**src/rtl/bsram_host_arbiter.sv**
```systemverilog
// bsram_host_arbiter
//
// Shares the cartridge BSRAM port between the active mapper and a host-side
// save-file loader. The mapper always wins and is never stalled. Host byte
// accesses only start after the mapper has left chip-enable high for a full
// idle window. If the mapper reclaims the port mid-access, the host access
// is dropped and retried after the next full idle window. A dirty flag tracks
// mapper writes so the host knows when the save file must be written back.
//
// Parameters
//   AW           BSRAM address width
//   IDLE_CYCLES  mapper-idle cycles required before a host access (1..15)
//   ACC_CYCLES   cycles a host access holds the BSRAM port (1..15)
//
// Ports
//   mclk, rst_n                 master clock, async active-low reset
//   map_bsram_*                 mapper side of the BSRAM bus (ce/oe/we active low)
//   host_req/we/addr/d          host request (level) and its sampled operands
//   host_ack, host_q            one-cycle completion pulse and read data
//   dirty, dirty_clr            mapper-wrote-BSRAM flag and its clear
//   busy                        host access currently holds the port
//   abort_cnt                   saturating count of aborted host accesses
//   bsram_*                     muxed BSRAM bus; bsram_q is read data

module bsram_host_arbiter #(
   parameter int AW          = 20,
   parameter int IDLE_CYCLES = 4,
   parameter int ACC_CYCLES  = 3
) (
   input  logic          mclk,
   input  logic          rst_n,

   input  logic [AW-1:0] map_bsram_addr,
   input  logic [7:0]    map_bsram_d,
   input  logic          map_bsram_ce_n,
   input  logic          map_bsram_oe_n,
   input  logic          map_bsram_we_n,

   input  logic          host_req,
   input  logic          host_we,
   input  logic [AW-1:0] host_addr,
   input  logic [7:0]    host_d,
   output logic          host_ack,
   output logic [7:0]    host_q,

   output logic          dirty,
   input  logic          dirty_clr,
   output logic          busy,
   output logic [7:0]    abort_cnt,

   output logic [AW-1:0] bsram_addr,
   output logic [7:0]    bsram_d,
   input  logic [7:0]    bsram_q,
   output logic          bsram_ce_n,
   output logic          bsram_oe_n,
   output logic          bsram_we_n
);

   localparam logic [3:0] IDLE_MAX = 4'(IDLE_CYCLES);
   localparam logic [3:0] ACC_LAST = 4'(ACC_CYCLES - 1);

   typedef enum logic {
      ST_IDLE,
      ST_ACCESS
   } state_t;

   state_t          state;
   logic [3:0]      idle_cnt;
   logic [3:0]      acc_cnt;
   logic            lat_we;
   logic [AW-1:0]   lat_addr;
   logic [7:0]      lat_d;

   logic            window_open;
   logic            start;
   logic            host_drive;

   assign window_open = (idle_cnt == IDLE_MAX);

   // The ack cycle is excluded so a level request still high from the previous
   // transfer cannot be granted twice; the earliest next grant is one cycle later.
   assign start = (state == ST_IDLE) && host_req && !host_ack
                  && window_open && map_bsram_ce_n;

   // The host only owns the bus while the mapper keeps chip-enable high;
   // a falling mapper ce_n hands the port back in the very same cycle.
   assign host_drive = (state == ST_ACCESS) && map_bsram_ce_n;

   assign busy = (state == ST_ACCESS);

   // Count consecutive mapper-idle cycles, saturating at the window length.
   // Any mapper access restarts the window, which also covers the abort case.
   always_ff @(posedge mclk or negedge rst_n) begin
      if (!rst_n) begin
         idle_cnt <= 4'd0;
      end else if (!map_bsram_ce_n) begin
         idle_cnt <= 4'd0;
      end else if (idle_cnt != IDLE_MAX) begin
         idle_cnt <= idle_cnt + 4'd1;
      end
   end

   // Host access sequencer. Operands are latched at grant so the host may
   // change or drop its request while the access is in flight. An abort
   // leaves host_req untouched, so the same request is simply granted again
   // after the next idle window and a write is re-issued in full.
   always_ff @(posedge mclk or negedge rst_n) begin
      if (!rst_n) begin
         state     <= ST_IDLE;
         acc_cnt   <= 4'd0;
         lat_we    <= 1'b0;
         lat_addr  <= '0;
         lat_d     <= 8'h00;
         host_ack  <= 1'b0;
         host_q    <= 8'h00;
         abort_cnt <= 8'h00;
      end else begin
         host_ack <= 1'b0;
         case (state)
            ST_IDLE: begin
               if (start) begin
                  state    <= ST_ACCESS;
                  acc_cnt  <= 4'd0;
                  lat_we   <= host_we;
                  lat_addr <= host_addr;
                  lat_d    <= host_d;
               end
            end
            ST_ACCESS: begin
               acc_cnt <= acc_cnt + 4'd1;
               if (!map_bsram_ce_n) begin
                  state <= ST_IDLE;
                  if (abort_cnt != 8'hFF) begin
                     abort_cnt <= abort_cnt + 8'h01;
                  end
               end else if (acc_cnt == ACC_LAST) begin
                  state    <= ST_IDLE;
                  host_ack <= 1'b1;
                  if (!lat_we) begin
                     host_q <= bsram_q;
                  end
               end
            end
            default: begin
               state <= ST_IDLE;
            end
         endcase
      end
   end

   // Only mapper writes mark the save data dirty; a coincident clear loses
   // so a write landing during the host's clear is never forgotten.
   always_ff @(posedge mclk or negedge rst_n) begin
      if (!rst_n) begin
         dirty <= 1'b0;
      end else if (!map_bsram_ce_n && !map_bsram_we_n) begin
         dirty <= 1'b1;
      end else if (dirty_clr) begin
         dirty <= 1'b0;
      end
   end

   // Port mux: the mapper passes straight through unless a host access
   // currently owns the bus.
   always_comb begin
      bsram_addr = map_bsram_addr;
      bsram_d    = map_bsram_d;
      bsram_ce_n = map_bsram_ce_n;
      bsram_oe_n = map_bsram_oe_n;
      bsram_we_n = map_bsram_we_n;
      if (host_drive) begin
         bsram_addr = lat_addr;
         bsram_d    = lat_d;
         bsram_ce_n = 1'b0;
         bsram_oe_n = lat_we;
         bsram_we_n = ~lat_we;
      end
   end

endmodule

```
**config.mk**
```make
export PLATFORM = sky130hd
export DESIGN_NAME = bsram_host_arbiter
export DESIGN_NICKNAME = d
export VERILOG_FILES = /design/src/rtl/bsram_host_arbiter.sv
export SDC_FILE = /design/constraint.sdc
export NUM_CORES = 1
export LEC_CHECK = 0
export ABC_AREA = 0
export CORE_MARGIN = 3
export CORE_UTILIZATION = 38
export CTS_CLUSTER_SIZE = 20
export DETAILED_ROUTE_END_ITERATION = 8
export PLACE_DENSITY = 0.76
export SETUP_SLACK_MARGIN = 0.15
export SLEW_MARGIN = 20
export SYNTH_ARGS = -nofsm -noshare
export SYNTH_HDL_FRONTEND = slang
export SYNTH_SLANG_ARGS = --single-unit
export TNS_END_PERCENT = 50
```
**constraint.sdc**
```tcl
create_clock -name mclk -period 1.58 [get_ports mclk]
set_input_delay 0.158 -clock mclk [delete_from_list [all_inputs] [get_ports mclk]]
set_output_delay 0.158 -clock mclk [all_outputs]
set_load 0.02 [all_outputs]
```
# After elaboration in Yosys (flattened, before gate mapping)
# Cells that the tools add are included.
[totals] memories=0 mem_bits_rw=0 elab_cells=53 mem_bits_ro=0 latch_bits=0 output_inout_bits=50 register_bits=56 inputBits=72
[classes] mux=18 shifts=0 n_mul=0 add_sub_neg=3 bitwise=3 eq_ne=6 n_reduce_logical=13 n_lt_le_gt_ge=0 div_mod_pow=0
[op_table] operator="20-bit 2-to-1 mux" count=1
[op_table] operator="4-bit 2-to-1 mux" count=3
[op_table] operator="1-bit 2-to-1 mux" count=11
[op_table] operator="4-bit by 1-bit adder with 4-bit output (second input constant)" count=2
[op_table] operator="8-bit by 1-bit adder with 8-bit output (second input constant)" count=1
[op_table] operator="8-bit 2-to-1 mux" count=1
[op_table] operator="8-bit != test (second input constant)" count=1
[op_table] operator="4-bit one-hot mux with 2 select lines" count=1
[op_table] operator="1-bit logical AND" count=6
[op_table] operator="4-bit by 2-bit == test with 1-bit output (second input constant)" count=1
[op_table] operator="4-bit by 3-bit == test with 1-bit output (second input constant)" count=1
[op_table] operator="4-bit by 3-bit != test with 1-bit output (second input constant)" count=1
[op_table] operator="4-bit AND reduction" count=1
[op_table] operator="1-bit zero test" count=3
[op_table] operator="1-bit NOT" count=3
[op_table] operator="3-bit AND reduction" count=1
[op_table] operator="2-bit by 1-bit != test with 1-bit output (second input constant)" count=1
[op_table] operator="2-bit != test (second input constant)" count=1
[op_table] operator="1-bit one-hot mux with 2 select lines" count=1
[op_table] operator="2-bit AND reduction" count=1
[op_table] operator="2-bit nonzero test" count=1

# Longest topological paths before layout
[depth] word_depth=7 depth_mapped=7 ltp_nobuf=6

# Worst setup path after synthesis
# Ideal clock, no wire load.
[synth_path] kind="register to register" startpoint="register acc_cnt[0]" endpoint="register host_q[0]" n_path_buf=1 t_arrival_ps=1516 t_required_ps=1455 setup_ps=125 period_less_slack_ps=1641 stages_incl_launch_ff=8 slack_ps=-61 path_cell_list="dfrtp_1 inv_1 ha_1 nor3b_1 nor2b_2 nor2b_1 buf_4 mux2_2"
[synth_via] elab_chain_len=2
[synth_lines] element="from (decl)" line_no="69" text="logic [3:0] acc_cnt;"
[synth_lines] element="from (signal assigned)" line_no="130" text="acc_cnt <= acc_cnt + 4'd1;"
[synth_lines] element="4-bit by 2-bit == test with 1-bit output" line_no="136" text="end else if (acc_cnt == ACC_LAST) begin"
[synth_lines] element="4-bit AND reduction (no line)"
[synth_lines] element="to (signal assigned)" line_no="140" text="host_q <= bsram_q;"
[synth_lines] element="to (decl)" line_no="44" text="output logic [7:0] host_q,"
# No other way between the ends.
# A chain may end at the register's enable or synchronous reset.

# Final worst setup path
[layout_path] startpoint="register state, in the netlist busy" endpoint="output port bsram_d[3]"
[layout_via] elab_chain_len=2
[layout_lines] element="from (decl)" line_no="67" text="state_t state;"
[layout_lines] element="from (signal assigned)" line_no="109" text="state <= ST_IDLE;"
[layout_lines] element="from (signal assigned)" line_no="122" text="state <= ST_ACCESS;"
[layout_lines] element="from (signal assigned)" line_no="132" text="state <= ST_IDLE;"
[layout_lines] element="1-bit logical AND" line_no="87" text="assign host_drive = (state == ST_ACCESS) && map_bsram_ce_n;"
[layout_lines] element="8-bit 2-to-1 mux" line_no="171" text="if (host_drive) begin"
[layout_lines] element="to (decl)" line_no="52" text="output logic [7:0] bsram_d,"
# No other way between the ends.

==> flow_metrics.py <==
metrics = {
    "synthesis": {
        "synth_xor_area_share_pct": 1.57,
        "synth_top_family_by_area": "multiplexers",
        "synth_compound_area_share_pct": 1.89,
        "synth_top_area_cell": "dfrtp_1",
        "synth_simple_gate_area_share_pct": 8.36,
        "syn-cell-area_um2": 2780,
        "synth_fa_ha_area_share_pct": 2.25,
        "ys_ff_latch": 56,
        "ys_top_cells_by_area": "dfrtp_1 (50%), mux2_2 (17%), mux2_4 (13%)",
        "avgSynthCellArea_um2": 13.7,
        "yosys_warnings": 0,
        "synthArstFlopShare_pct": 100,
        "yosysSeqAreaShare_pct": 50.4,
        "synth_edf_count": 0,
        "synth-main-ff-cell": "dfrtp_1",
        "synth_top_area_share_pct": 50.4,
        "synth_mux_area_share_pct": 32.4,
        "syn_inst": 203,
        "syn-num-nets": 280,
        "synth.distinct_cells": 32,
    },
    "sta": {
        "hold_viol": 0,
        "relSlewSlack_pct": 60.9,
        "fin_skew_ns": 0.00874,
        "achievable-frequency_ghz": 0.562,
        "setup_viol": 66,
        "slew_viol_final": 0,
        "layout_min_cycle_time_ns": 1.78,
        "worst_slack_ns": -0.201,
        "worst_slew_pin_slew_ns": 0.586,
        "period_share_pct": 113,
        "rsz0062_at_grt": "yes",
    },
    "pwr": {
        "swShare_pct": 28.5,
        "combPwrFrac_pct": 37.1,
        "power.density_nw_per_um2": 972,
        "vdd_ir_drop_max_v": 0.000442,
        "leakagePower_nw": 2.43,
        "p_seq_share_pct": 47.5,
        "p_int_mw": 3.32,
        "p_sw_mw": 1.32,
        "clockPowerShare_pct": 15.4,
    },
    "setup_path": {
        "slowest_stage": "dfrtp_1",
        "crit_required_ns": 1.42,
        "cp-end-kind": "primary output",
        "arrival_ns": 1.62,
        "crit_path_cell_trace": "nand2_4, buf_12, buf_16, buf_12, mux2_4, buf_6",
        "cp-start-kind": "flop",
        "crit_top_cell": "buf_12",
        "crit_type": "reg -> out",
        "cp_slowest_stage_delay_ns": 0.40,
        "critPathMaxFanout": 6,
    },
    "floorplanning": {
        "rows": 30,
        "die_w_um": 91.6,
        "die_h_um": 91.6,
        "initial_core_util_pct": 40.1,
        "ios": 122,
        "core_um2": 6940,
        "fp.dieArea_um2": 8390,
    },
    "placement": {
        "dp_hpwl_um": 4920,
        "pre_cts_ws_ns": -0.423,
        "finalWeightedCongestion": 0.797,
        "portBuffers": 121,
    },
    "run_status": {
        "violations": "setup timing",
        "status": "complete, but fails checks",
    },
    "clock_tree": {
        "cts_tree": "done",
        "htree_num_levels": 2,
        "cts.sinks": 56,
        "clk_latency_ns": 0.30,
        "clk_pin_slew_worst_paths_ns": 0.09,
        "numCtsBuffers": 5,
        "cts_buffer_depth": 2,
        "root_buffer": "clkbuf_8",
    },
    "grt": {
        "grt_max_degree": 27,
        "grt_pass1_vias": 2244,
        "grtUsageTotal_pct": 16.8,
        "grt_overflow_total": 0,
        "antenna_found_initial": 0,
        "grt_pass1_wl_um": 11200,
    },
    "layout": {
        "mostFrequentLayoutCell": "clkdlybuf4s50_1",
        "syn2layout_area_growth_pct": 71.5,
        "mostFrequentLayoutCells": "clkdlybuf4s50_1 (70), mux2_4 (53), dfrtp_1 (52)",
        "antenna_cells": 0,
        "drive_gt1_share_pct": 44.3,
        "fillCellCount": 498,
        "final_util_pct": 68.7,
        "fin_nets": 435,
    },
    "routing": {
        "drc": 0,
        "totalWireLength_um": 7620,
        "ant_nets": 0,
        "avgViaCountPerCell": 4.83,
        "drtIter0Drc": 31,
        "wl_per_cell_um": 16.8,
        "drt-pass1-iter-count": 4,
        "vias": 2190,
    },
    "hold_path": {
        "hold_class": "in -> async",
    },
    "flow_run": {
        "max-cap-violations": 0,
    },
}
==> per-layer routing <==
metal  track usage [%]  wire length (µm)
met5                 0                 0
met4              3.02                53
met3              4.39               495
met2              29.2              3890
met1              21.1              3180
==> cell families after synthesis <==
family | after synthesis
AO/OA/AOI/OAI | 10
XOR/XNOR | 5
adder cells (fa/ha/maj) | 5
buffers and inverters | 14
flip-flops | 56
multiplexers | 72
AND/OR/NAND/NOR | 41
==> power groups by stage <==
| stage | Clock [mW] | Combinational (mW) | Sequential (mW) |
|---|---|---|---|
| after floorplan | 0 | 0.896 | 2.16 |
| after global placement | 0 | 1.51 | 2.19 |
| after detailed placement | 0 | 1.56 | 2.19 |
| after CTS | 0.729 | 1.55 | 2.18 |
| after global routing | 0.782 | 1.83 | 2.26 |
| final | 0.713 | 1.72 | 2.20 |
==> worst paths after layout <==
check / from / endpoint / slack (ns) / cells past startpoint
min in group mclk: dirty_clr / dirty / 0.43 / 2
max in group asynchronous: rst_n / acc_cnt[0] / 0.64 / 3
hold / removal: rst_n / busy / 0.39 / 2
setup reg to reg: idle_cnt[0] / lat_addr[11] / -0.17 / 7
setup / recovery: busy / bsram_d[3] / -0.20 / 6
hold reg to reg: host_q[2] / host_q[2] / 0.51 / 1
==> registers in the layout, summed over array words and instances, names as in the netlist <==
signal     count
busy           1
lat_addr      20
acc_cnt        4
lat_d          8
idle_cnt       4
abort_cnt      8
host_ack       1
lat_we         1
host_q         8
dirty          1
==> worst max-delay path, delay by kind of cell (launching register included) <==
| kind | cells | cell delay, ns |
|---|---|---|
| DFF | 1 | 0.40 |
| and+or+nand+nor | 1 | 0.09 |
| muxes | 1 | 0.30 |
| buffers and inverters | 4 | 0.53 |
==> cell type report <==
class,instances,area (µm²),area share [%]
Inverter,5,18.8,0.393
Sequential cell,56,1410,29.5
Clock buffer,6,72.6,1.52
Multi-Input combinational cell,133,1480,31.0
Tap cell,96,120,2.52
Timing Repair Buffer,157,1680,35.1
==> Yosys cell counts, drive strengths merged (2+ instances only) <==
cell type / count
mux2: 70
dfrtp: 56
nand2: 14
buf: 9
ha: 5
inv: 5
nand3: 5
nor2b: 5
a21oi: 4
nand4: 4
nor2: 4
o21ai: 4
xor2: 3
mux2i: 2
nor3: 2
or2: 2
xnor2: 2
==> through the flow <==
stage / instance area [µm²] / hold WS, ns / instances / power, mW / TNS [ns]
final: 4770 / 0.388 / 453 / 4.64 / -8.60
after global routing: 4770 / 0.425 / 453 / 4.88 / -11.33
after CTS: 4380 / 0.400 / 444 / 4.46 / -8.26
after detailed placement: 4240 / 0.186 / 428 / 3.75 / -22.82
after global placement: 4240 / 0.185 / 428 / 3.69 / -21.64
after floorplan: 2810 / -0.138 / 203 / 3.06 / -0.0719
==> timing repair <==
item	4_1_cts	5_1_grt
hold buffers	1	0
endpoints found under the setup margin	94	82
setup buffers	5	7
resized for setup	159	81
endpoints found under the hold margin	21	0
pin swaps	4	5
cloned	4	2
No activity file was read; power rests on OpenSTA's default activity.
